File: config.mk
export PLATFORM = sky130hd
export DESIGN_NAME = s3g_tx_buffered_flat
export DESIGN_NICKNAME = d
export VERILOG_FILES = /design/src/rtl/s3g_tx_buffered_if.sv /design/src/rtl/s3g_tx_buffered.sv /design/src/flat_wrapper.sv
export SDC_FILE = /design/constraint.sdc
export NUM_CORES = 1
export LEC_CHECK = 0
export ABC_AREA = 1
export CAP_MARGIN = 30
export CORE_MARGIN = 2
export CORE_UTILIZATION = 47
export CTS_BUF_LIST = sky130_fd_sc_hd__clkbuf_4 sky130_fd_sc_hd__clkbuf_8
export DETAILED_ROUTE_END_ITERATION = 10
export DONT_BUFFER_PORTS = 1
export GPL_TIMING_DRIVEN = 0
export PLACE_DENSITY = 0.7
export RECOVER_POWER = 50
export SLEW_MARGIN = 0
export SYNTH_ARGS = -nofsm -noshare
export SYNTH_HDL_FRONTEND = slang
export SYNTH_SLANG_ARGS = --single-unit
File: constraint.sdc
create_clock -name clk -period 4.35 [get_ports clk]
set_input_delay 1.0875 -clock clk [delete_from_list [all_inputs] [get_ports clk]]
set_output_delay 1.0875 -clock clk [all_outputs]
set_load 0.02 [all_outputs]
File: src/rtl/s3g_tx_buffered_if.sv
// s3g_tx_buffered_if: packet request, external buffer read and UART byte handshake
interface s3g_tx_buffered_if;
  logic       packet_wr;
  logic [7:0] payload_len;
  logic       busy;
  logic       packet_sent;
  logic       packet_error;
  logic [7:0] buffer_addr;
  logic [7:0] buffer_data;
  logic [7:0] tx_data;
  logic       tx_wr;
  logic       tx_done;
  modport master (
    output packet_wr, payload_len, buffer_data, tx_done,
    input  busy, packet_sent, packet_error, buffer_addr, tx_data, tx_wr
  );
  modport slave (
    input  packet_wr, payload_len, buffer_data, tx_done,
    output busy, packet_sent, packet_error, buffer_addr, tx_data, tx_wr
  );
endinterface

File: src/rtl/s3g_tx_buffered.sv
// s3g_tx_buffered: S3G framer sending D5, length, buffered payload and CRC8 over a byte handshake
module s3g_tx_buffered #(
  parameter int MAX_PAYLOAD = 32,
  parameter int TIMEOUT     = 65535
) (
  input logic clk,
  input logic rst,
  s3g_tx_buffered_if.slave bus
);
  typedef enum logic [1:0] {IDLE, ISSUE, WAIT, DONE} state_t;
  state_t      st;
  logic [7:0]  len;
  logic [7:0]  crc;
  logic [8:0]  ph;
  logic [8:0]  nph;
  logic [31:0] cnt;
  logic        len_ok;
  logic        last;
  logic        expire;
  // Maxim/iButton CRC8, reflected poly 0x8C, one byte per call
  function automatic logic [7:0] crc8(input logic [7:0] c, input logic [7:0] d);
    logic [7:0] r = c;
    logic [7:0] b = d;
    logic       m;
    for (int i = 0; i < 8; i++) begin
      m = r[0] ^ b[0];
      r = r >> 1;
      b = b >> 1;
      if (m) r = r ^ 8'h8C;
    end
    return r;
  endfunction
  assign nph    = ph + 9'd1;
  assign len_ok = bus.payload_len != 8'd0 && {1'b0, bus.payload_len} <= 9'(MAX_PAYLOAD);
  assign last   = ph == {1'b0, len} + 9'd2;
  assign expire = TIMEOUT != 0 && cnt == 32'(TIMEOUT - 1);
  always_ff @(posedge clk or posedge rst) begin
    if (rst) begin
      st               <= IDLE;
      len              <= 8'd0;
      crc              <= 8'd0;
      ph               <= 9'd0;
      cnt              <= 32'd0;
      bus.busy         <= 1'b0;
      bus.packet_sent  <= 1'b0;
      bus.packet_error <= 1'b0;
      bus.buffer_addr  <= 8'd0;
      bus.tx_data      <= 8'd0;
      bus.tx_wr        <= 1'b0;
    end else begin
      bus.tx_wr        <= 1'b0;
      bus.packet_sent  <= 1'b0;
      bus.packet_error <= 1'b0;
      case (st)
        IDLE: if (bus.packet_wr) begin
          if (len_ok) begin
            len             <= bus.payload_len;
            bus.busy        <= 1'b1;
            bus.tx_data     <= 8'hD5;
            bus.tx_wr       <= 1'b1;
            bus.buffer_addr <= 8'd0;
            crc             <= 8'd0;
            ph              <= 9'd0;
            cnt             <= 32'd0;
            st              <= WAIT;
          end else bus.packet_error <= 1'b1;
        end
        // tx_done is checked before the watchdog so a same-cycle reply still counts
        WAIT: if (bus.tx_done) st <= last ? DONE : ISSUE;
        else if (expire) begin
          bus.packet_error <= 1'b1;
          bus.busy         <= 1'b0;
          st               <= IDLE;
        end else cnt <= cnt + 32'd1;
        ISSUE: begin
          ph        <= nph;
          bus.tx_wr <= 1'b1;
          cnt       <= 32'd0;
          st        <= WAIT;
          if (nph == 9'd1) bus.tx_data <= len;
          else if (nph <= {1'b0, len} + 9'd1) begin
            bus.tx_data     <= bus.buffer_data;
            crc             <= crc8(crc, bus.buffer_data);
            bus.buffer_addr <= bus.buffer_addr + 8'd1;
          end else bus.tx_data <= crc;
        end
        DONE: begin
          bus.packet_sent <= 1'b1;
          bus.busy        <= 1'b0;
          st              <= IDLE;
        end
        default: st <= IDLE;
      endcase
    end
  end
endmodule

File: src/flat_wrapper.sv
// flat-port wrapper written by rule: the top's interface ports become plain ports
module s3g_tx_buffered_flat 
#(
  parameter int MAX_PAYLOAD = 32,
  parameter int TIMEOUT     = 65535
)
  (clk, rst, bus_packet_wr, bus_payload_len, bus_buffer_data, bus_tx_done, bus_busy, bus_packet_sent, bus_packet_error, bus_buffer_addr, bus_tx_data, bus_tx_wr);
  s3g_tx_buffered_if bus_i ();
  input logic clk;
  input logic rst;
  input wire logic [$bits(bus_i.packet_wr)-1:0] bus_packet_wr;
  input wire logic [$bits(bus_i.payload_len)-1:0] bus_payload_len;
  input wire logic [$bits(bus_i.buffer_data)-1:0] bus_buffer_data;
  input wire logic [$bits(bus_i.tx_done)-1:0] bus_tx_done;
  output wire logic [$bits(bus_i.busy)-1:0] bus_busy;
  output wire logic [$bits(bus_i.packet_sent)-1:0] bus_packet_sent;
  output wire logic [$bits(bus_i.packet_error)-1:0] bus_packet_error;
  output wire logic [$bits(bus_i.buffer_addr)-1:0] bus_buffer_addr;
  output wire logic [$bits(bus_i.tx_data)-1:0] bus_tx_data;
  output wire logic [$bits(bus_i.tx_wr)-1:0] bus_tx_wr;
  assign bus_i.packet_wr = bus_packet_wr;
  assign bus_i.payload_len = bus_payload_len;
  assign bus_i.buffer_data = bus_buffer_data;
  assign bus_i.tx_done = bus_tx_done;
  assign bus_busy = bus_i.busy;
  assign bus_packet_sent = bus_i.packet_sent;
  assign bus_packet_error = bus_i.packet_error;
  assign bus_buffer_addr = bus_i.buffer_addr;
  assign bus_tx_data = bus_i.tx_data;
  assign bus_tx_wr = bus_i.tx_wr;
  s3g_tx_buffered #(.MAX_PAYLOAD(MAX_PAYLOAD), .TIMEOUT(TIMEOUT)) u_core (.clk(clk), .rst(rst), .bus(bus_i));
endmodule
==> impl_metrics.py <==
metrics = {
    "run_status": {
        "status": "complete, but fails checks",
        "violations": "max-capacitance violations, max-slew violations",
    },
    "sta": {
        "clock-skew-final_ns": 0.01280,
        "rsz0062_at_grt": "no",
        "finalHoldViolCount": 0,
        "fmax_mhz": 330.4,
        "whs_ns": 0.5282,
        "setup_viol": 0,
        "slew_headroom_pct": -0.7396,
        "post-route-min-period_ns": 3.027,
        "drv_slew": 31,
        "timing.setup.tns_ns": 0,
        "min_period_over_period_pct": 69.58,
        "tightest_slew_ns": 1.503,
    },
    "clock_network": {
        "cts_resized": 0,
        "clockBufferDepth": 2,
        "cts_buffers": 9,
        "hold_buffers": 0,
        "h-tree-depth": 3,
        "clkSlewWorstSetupHoldPaths_ns": 0.09,
        "cts_root_buf": "clkbuf_8",
        "clock_latency_ns": 0.38,
        "clock-sinks": 79,
        "post_cts_buffers": 0,
        "cts_tree": "built",
    },
    "worst_setup_path": {
        "worstRegToRegCells": 21,
        "r2r_end": "u_core.bus.buffer_addr[6]$_DFFE_PP0P_",
        "critPathLaunchType": "flop",
        "cp-endpoint": "u_core.bus.buffer_addr[6]$_DFFE_PP0P_",
        "crit_path_end_kind": "flop",
        "crit_required_ns": 4.62,
        "r2r_setup_slack_ns": 1.32,
        "rr_startpoint": "u_core.len[1]$_DFFE_PP0P_",
        "critical_path.startpoint": "u_core.len[1]$_DFFE_PP0P_",
        "crit_fanout": 10,
        "path_class": "reg -> reg",
        "worstPathArrival_ns": 3.30,
    },
    "global_routing": {
        "grt_pass1_vias": 4764,
        "grt_pass1_wl_um": 23620,
        "grt_max_degree": 50,
        "overflow": 0,
        "antenna_found_initial": 0,
        "grtUsageTotal_pct": 23.63,
    },
    "finish": {
        "syn2layout_area_growth_pct": 7.852,
        "drive_above_1_share_pct": 8.734,
        "fin_nets": 820,
        "fin_area_sq_um": 5912,
        "n_antenna_cell": 0,
    },
    "drt": {
        "drc_errors": 0,
        "via_per_inst": 5.239,
        "drt_first_pass_iters": 4,
        "vias": 4888,
        "wl_per_cell_um": 14.93,
        "postRouteAntennaNets": 0,
        "finalWirelength_um": 13930,
        "drt-initial-drc-count": 403,
    },
    "yosys": {
        "ys.flop_type": "dfrtp_1",
        "synth.area.top_cells": "dfrtp_1 (36%), nand2_1 (15%), nor2_1 (7.0%)",
        "syn-num-nets": 808,
        "ys_seq_area_share_pct": 36.06,
        "synth_top_cell_by_area": "dfrtp_1",
        "synth_cell_types": 35,
        "synth.most_common_cell": "nand2_1",
        "avgSynthCellArea_sq_um": 7.091,
        "yosys_warnings": 0,
        "async_flop_share_pct": 100.0,
        "syn_inst": 773,
        "synth_area_sq_um": 5482,
        "netlist_top_cells_count": "nand2_1 (221), nor2_1 (102), inv_1 (90)",
        "synth_edf_count": 0,
        "synth_top_area_share_pct": 36.06,
        "synth_seq_cells": 79,
    },
    "place": {
        "hpwlAfterDp_um": 10760,
        "place.gp.congestion": 0.9510,
        "io_buffer_count": 0,
        "post_dp_cell_area_sq_um": 5690,
    },
    "power": {
        "power_frac_comb_pct": 48.8,
        "leakage_nw": 2.849,
        "power_density_nw_per_um2": 588.0,
        "p_sw_mw": 1.670,
        "internal_power_mw": 1.806,
        "power.total_mw": 3.476,
        "p_sw_share_pct": 48.04,
        "clockPowerShare_pct": 18.3,
        "irDropWorstVdd_v": 0.0003357,
        "seq_power_share_pct": 32.9,
    },
    "floorplanning": {
        "dieArea_sq_um": 12540,
        "fp.dieH_um": 112.0,
        "io_pins": 40,
        "core_area_sq_um": 11420,
        "num_rows": 39,
        "initial_core_util_pct": 48.01,
        "die_x_um": 112.0,
    },
    "min_path": {
        "hp-class": "reg -> reg",
    },
    "run": {
        "maxCapViolations": 1,
    },
}
[worst min path at each step]
stage / slack (ns) / from / endpoint / cells after the start
final: 0.53 / u_core.st[0]$_DFFE_PP0P_ / u_core.bus.packet_sent$_DFF_PP0_ / 2
after detailed placement: 0.51 / u_core.cnt[31]$_DFFE_PP0P_ / u_core.cnt[31]$_DFFE_PP0P_ / 2
after CTS: 0.53 / u_core.cnt[31]$_DFFE_PP0P_ / u_core.cnt[31]$_DFFE_PP0P_ / 2
after floorplan: 0.48 / u_core.cnt[31]$_DFFE_PP0P_ / u_core.cnt[31]$_DFFE_PP0P_ / 2
after global placement: 0.51 / u_core.cnt[31]$_DFFE_PP0P_ / u_core.cnt[31]$_DFFE_PP0P_ / 2
after global routing: 0.58 / u_core.cnt[31]$_DFFE_PP0P_ / u_core.cnt[31]$_DFFE_PP0P_ / 2
[placed cells by master (no fill, tap or decap), types with 2 or more instances in the layout]
| cell | n |
|---|---|
| a21oi_1 | 13 |
| a21oi_2 | 3 |
| buf_2 | 5 |
| buf_4 | 2 |
| buf_6 | 2 |
| bufinv_16 | 2 |
| clkbuf_1 | 7 |
| clkbuf_8 | 9 |
| clkinv_4 | 2 |
| dfrtp_1 | 79 |
| ha_1 | 15 |
| inv_1 | 89 |
| inv_2 | 3 |
| nand2_1 | 221 |
| nand2_2 | 14 |
| nand2_4 | 4 |
| nand3_1 | 59 |
| nand3_4 | 2 |
| nand4_1 | 14 |
| nor2_1 | 103 |
| nor2_2 | 3 |
| nor2_4 | 4 |
| nor3_1 | 19 |
| nor4_1 | 6 |
| o21ai_0 | 22 |
| o21ai_2 | 3 |
| o22ai_1 | 6 |
| or2_2 | 3 |
| xnor2_1 | 26 |
| xor2_1 | 37 |
[area by class of cell]
type | count | area, sq um
Fill cell | 1138 | 5507
Multi-Input combinational cell | 584 | 3060
Sequential cell | 79 | 1977
Inverter | 94 | 354.1
Tap cell | 143 | 178.9
Clock buffer | 10 | 131.4
Clock inverter | 6 | 93.84
Buffer | 16 | 88.84
Timing Repair Buffer | 1 | 27.53
[registers in the layout, indices dropped and copies added (netlist names)]
register,flops
u_core.bus.buffer_addr,8
u_core.bus.tx_wr,1
u_core.cnt,32
u_core.bus.packet_sent,1
u_core.bus.packet_error,1
u_core.bus.tx_data,8
u_core.ph,9
u_core.bus.busy,1
u_core.len,8
u_core.crc,8
u_core.st,2
[cells by family (layout without fill, tap and decap cells)]
group / Yosys count / after routing / share of synthesized area [%]
compound gates: 50 / 50 / 5.433
xor+xnor: 64 / 64 / 10.36
fa+ha+maj: 15 / 15 / 3.424
buf+inv: 110 / 127 / 8.057
flops: 79 / 79 / 36.06
mux: 1 / 1 / 0.2054
simple gates: 454 / 454 / 36.45
[power by group through the flow]
stage	Sequential, mW	Clock, mW	Combinational [mW]
6_report	1.14	0.636	1.70
5_1_grt	1.17	0.677	1.90
4_1_cts	1.14	0.649	1.69
3_5_place_dp	1.15	0	1.68
3_3_place_gp	1.15	0	1.63
2_1_floorplan	1.09	0	1.34
[metrics by stage]
| step | setup slack, ns | util [%] | cells |
|---|---|---|---|
| 2_1_floorplan | 1.239 | - | 773 |
| 3_3_place_gp | 0.3570 | 49.57 | 916 |
| 3_5_place_dp | 1.196 | 49.84 | 917 |
| 4_1_cts | 1.317 | 51.81 | 933 |
| 5_1_grt | 1.008 | 51.78 | 933 |
| 6_report | 1.323 | 51.78 | 933 |
[critical path: stages, from the launching register on]
cell	delay [ns]
dfrtp_1	0.51
ha_1	0.27
nand2_2	0.11
nor2_1	0.20
nand2_1	0.09
xnor2_1	0.14
inv_1	0.06
ha_1	0.26
nand2_1	0.07
nor2_1	0.14
nand2_1	0.09
nor2_1	0.09
nor2_1	0.05
nand2_1	0.08
nand2_2	0.07
nand2_4	0.13
nand2_4	0.11
nand2_4	0.11
nand2_4	0.06
buf_6	0.16
nand3_1	0.07
nand2_1	0.06
[layer usage]
metal | track usage [%] | part of all wire (%) | vias up
met5 | 0 | 0 | -
met4 | 8.780 | 1.9 | 0
met3 | 4.790 | 6.7 | 19
met2 | 35.76 | 44 | 119
met1 | 33.65 | 48 | 2300
li1 | - | - | 2450
Power figures use the tool's default switching activity.
